[src/rtl/divider.sv]
// Sequential unsigned restoring divider: 16-bit dividend / 8-bit divisor,
// one quotient bit per cycle, fixed 16-cycle latency with valid/ready handshake.
module divider (
    input  logic        clk,
    input  logic        rst,
    input  logic [15:0] in_a,
    input  logic [7:0]  in_b,
    input  logic        in_vld,
    output logic [15:0] quo,
    output logic [7:0]  rem,
    output logic        dz,
    output logic        res_rdy
);

    typedef enum logic {
        IDLE = 1'b0,
        BUSY = 1'b1
    } state_t;

    state_t      state;
    state_t      state_nxt;

    logic [15:0] work;
    logic [7:0]  dvs;
    logic [7:0]  prem;
    logic [3:0]  cnt;

    logic [8:0]  trial;
    logic        take;
    logic [8:0]  diff;
    logic [7:0]  prem_nxt;
    logic [15:0] work_nxt;
    logic        last_iter;

    always_ff @(posedge clk) begin
        if (rst) begin
            state <= IDLE;
        end else begin
            state <= state_nxt;
        end
    end

    always_comb begin
        state_nxt = state;
        case (state)
            IDLE:    if (in_vld) state_nxt = BUSY;
            BUSY:    if (last_iter) state_nxt = IDLE;
            default: state_nxt = IDLE;
        endcase
    end

    assign res_rdy   = (state == IDLE);
    assign last_iter = (cnt == 4'd15);

    // The stored remainder is always below the divisor, so 8 bits suffice;
    // the 9-bit trial value carries the bit shifted in from the dividend.
    always_comb begin
        trial    = {prem, work[15]};
        take     = (trial >= {1'b0, dvs});
        diff     = trial - {1'b0, dvs};
        prem_nxt = take ? diff[7:0] : trial[7:0];
        work_nxt = {work[14:0], take};
    end

    always_ff @(posedge clk) begin
        if (rst) begin
            work <= 16'h0000;
            dvs  <= 8'h00;
            prem <= 8'h00;
            cnt  <= 4'd0;
            quo  <= 16'h0000;
            rem  <= 8'h00;
            dz   <= 1'b0;
        end else begin
            case (state)
                IDLE: begin
                    if (in_vld) begin
                        work <= in_a;
                        dvs  <= in_b;
                        prem <= 8'h00;
                        cnt  <= 4'd0;
                    end
                end
                BUSY: begin
                    work <= work_nxt;
                    prem <= prem_nxt;
                    cnt  <= cnt + 4'd1;
                    // Divide by zero still runs the full 16 cycles, then overrides the result.
                    if (last_iter) begin
                        if (dvs == 8'h00) begin
                            quo <= 16'hFFFF;
                            rem <= 8'h00;
                            dz  <= 1'b1;
                        end else begin
                            quo <= work_nxt;
                            rem <= prem_nxt;
                            dz  <= 1'b0;
                        end
                    end
                end
                default: ;
            endcase
        end
    end

endmodule
[config.mk]
export PLATFORM = sky130hd
export DESIGN_NAME = divider
export DESIGN_NICKNAME = d
export VERILOG_FILES = /design/src/rtl/divider.sv
export SDC_FILE = /design/constraint.sdc
export NUM_CORES = 1
export LEC_CHECK = 0
export ABC_AREA = 1
export BUFFER_PORTS_ARGS = -buffer_cell sky130_fd_sc_hd__buf_2
export CAP_MARGIN = 20
export CORE_ASPECT_RATIO = 1.5
export CORE_UTILIZATION = 45
export CTS_CLUSTER_SIZE = 30
export DETAILED_ROUTE_END_ITERATION = 7
export GPL_TIMING_DRIVEN = 0
export MAX_ROUTING_LAYER = met4
export PLACE_DENSITY = 0.67
export SYNTH_ARGS = -nofsm -noshare
export SYNTH_HDL_FRONTEND = slang
export SYNTH_SLANG_ARGS = --single-unit
[constraint.sdc]
create_clock -name clk -period 2.95 [get_ports clk]
set_input_delay 0.4425 -clock clk [delete_from_list [all_inputs] [get_ports clk]]
set_output_delay 0.4425 -clock clk [all_outputs]
set_load 0.1 [all_outputs]
==> flow_summary.toml <==
[run_status]
outcome = "complete, no violations"

[worst_setup_path]
path_common_cell = "nand2_1"
crit_path_start_kind = "register"
worstPathArrival_ps = 2070
end_kind = "register"
cp_max_fo = 10
cp_slowest_cell = "ha_1"
r2r_cells = 12
crit_chain = "inv_1, ha_1, nand2_1, nand2_1, nand2_1, nand2_1, nor2_4, nand2_8, nand2_2, nand2_2, nand2_1, a21oi_2"
cpPeakStageDelay_ps = 360
reg2reg_to = "prem[3]"
r2r-start = "dvs[6]"
crit_type = "register to register"
critical_path_required_ps = 3160
ff2ff_setup_slack_ps = 1090

[yosys]
synth_nets = 433
ys_seq_elements = 62
ys_top_cells_by_area = "dfxtp_1 (42%), nand2_1 (15%), inv_1 (7.5%)"
mappedNetlistArea_um2 = 2940
yosys.area.top_type = "dfxtp_1"
synth_warnings = 0
yosysTopAreaCellShare_pct = 42.2
yosysSeqAreaShare_pct = 42.2
synth_cell_types = 32
syn_area_per_cell_um2 = 7.42
syn_inst = 396

[place]
placed_area_um2 = 3290
gp_congestion = 0.879
portBuffers = 52
dpl.hpwl_mm = 5.21
place_ws_ps = 1110

[floorplan]
initial_core_util_pct = 47.2
die_w_um = 68.0
core_um2 = 6220
io_pins = 53
die_h_um = 101
die_area_um2 = 6860
rows = 35

[timing]
slew-limit-headroom_pct = 62.4
slew_violations = 0
tns_ps = 0
setup_violations = 0
clock_skew_ps = 11.7
min_period_over_period_pct = 63.0
post-route-min-period_ps = 1860
fmax_ghz = 0.538
tightest_slew_ps = 564
post-route-worst-setup-slack_ps = 1090
finalHoldViolations = 0
rsz0062_at_grt = "false"

[drt]
top_layer_used = "met4"
vias = 2716
wirelength_mm = 7.02
dr_wl_met3_um = 208
detail-route-antenna-nets = 0
wl_per_cell_um = 13.1
wl_met2_mm = 3.80
first_pass_iters = 4
met1_length_mm = 2.87
drt_iter0_markers = 134
drc_errors = 0
via_per_inst = 5.05

[final_layout]
final_area_um2 = 3460
finish.net_count = 496
drive_gt1_share_pct = 21.8
synthToLayoutAreaGrowth_pct = 17.7
fillCellCount = 660
n_antenna_cell = 0
final_core_util_pct = 55.6

[power]
p_switching_mw = 1.13
power.density_nw_per_um2 = 798
power_leakage_nw = 1.90
switching_share_pct = 41.0
power_frac_comb_pct = 41.5
p_total_mw = 2.76
vdd_drop_max_mv = 0.319
clockPowerShare_pct = 23.5
seqPwrFrac_pct = 35.0
p_int_mw = 1.63

[clock_tree]
root_buffer = "clkbuf_8"
cts-htree-levels = 3
cts-hold-fix-buffers = 0
clk_latency_ps = 340
cts.clk_slew.worst_paths_ps = 70
cts_max_path_buffers = 2
post_cts_buffers = 0
cts.sinks = 62
cts_tree = "built"
cts.repair.resized = 0
cts_buffers = 9

[global_route]
overflow = 0
track_usage_pct = 23.8
antenna_found_initial = 0
grt_max_degree = 11
grt_pass1_vias = 2597
grt_pass1_wl_mm = 11.8

[worst_hold_path]
holdPathStages = 3
hold_class = "primary input to register"
hold_start = "in_b[0]"
whs_endpoint = "dvs[0]"

[flow_run]
drv_cap = 0
## cells in the mapped netlist, drive strengths merged
master  count
o211a       2
o21ai      11
inv        62
nand2     132
nand3b      3
nor3        2
buf         9
xnor2       2
nor2       17
dfxtp      62
fa          1
a22oi      10
xor2        1
a21oi      21
o221ai     16
a31oi       1
nand4       4
ha          9
nand3      25
clkbuf      6
## layer usage
layer | vias up | global-route usage, %
met5 | - | -
li1 | 1406 | -
met3 | 9 | 4.41
met2 | 54 | 41.8
met1 | 1247 | 25.6
met4 | 0 | 8.81
## power by group through the flow
stage / Combinational, mW / Clock, mW / Sequential (mW)
after floorplan: 0.935 / 0 / 0.957
after global placement: 1.13 / 0 / 0.982
after detailed placement: 1.14 / 0 / 0.983
after CTS: 1.15 / 0.667 / 0.965
after global routing: 1.31 / 0.700 / 0.970
final: 1.14 / 0.648 / 0.966
## layout make-up
class	count	area [um^2]	share of cell area, %
Multi-Input combinational cell	257	1400	40.4
Sequential cell	62	1240	35.9
Timing Repair Buffer	52	260	7.53
Inverter	62	233	6.73
Clock buffer	12	145	4.20
Tap cell	74	92.6	2.68
Buffer	15	66.3	1.92
Clock inverter	4	22.5	0.651
## critical path: cells and delay by family (launching register included)
| family | cells | cell delay, ps |
|---|---|---|
| compound gates | 1 | 50 |
| fa+ha+maj | 1 | 360 |
| buf+inv | 1 | 70 |
| flops | 1 | 310 |
| simple gates | 9 | 920 |
## stage by stage
stage	instances	hold slack (ps)
after CTS	538	354
final	538	365
after floorplan	396	443
after global placement	522	434
after detailed placement	522	437
after global routing	538	376
## registers in the layout, summed over array words and instances (netlist names)
name / count
cnt: 4
dvs: 8
dz: 1
prem: 8
quo: 16
rem: 8
state: 1
work: 16
## worst max path at each step
| stage | start | to | slack [ps] | depth (start not counted) |
|---|---|---|---|---|
| 2_1_floorplan | state | work[0] | 1110 | 6 |
| 3_3_place_gp | work[15] | prem[4] | 1120 | 12 |
| 3_5_place_dp | work[15] | prem[4] | 1110 | 12 |
| 4_1_cts | work[15] | prem[4] | 1100 | 12 |
| 5_1_grt | dvs[6] | prem[1] | 910 | 11 |
| 6_report | dvs[6] | prem[3] | 1090 | 12 |
## kinds of logic after synthesis
group / count (synthesis) / synth area share, %
compound gates: 61 / 14.3
buf+inv: 77 / 10.2
simple gates: 183 / 27.9
xor+xnor: 3 / 0.895
flops: 62 / 42.2
fa+ha+maj: 10 / 4.51
## placed cells by master (no fill, tap or decap), types with 10 or more instances in the layout
| cell | netlist | routed |
|---|---|---|
| a22oi_1 | 10 | 10 |
| clkbuf_8 | 0 | 10 |
| nand3_1 | 24 | 24 |
| o221ai_1 | 16 | 16 |
| nor2_1 | 11 | 11 |
| nand2_1 | 121 | 121 |
| a21oi_1 | 17 | 17 |
| buf_2 | 8 | 60 |
| dfxtp_1 | 62 | 62 |
| inv_1 | 59 | 59 |
No activity file was read; power rests on OpenSTA's default activity.
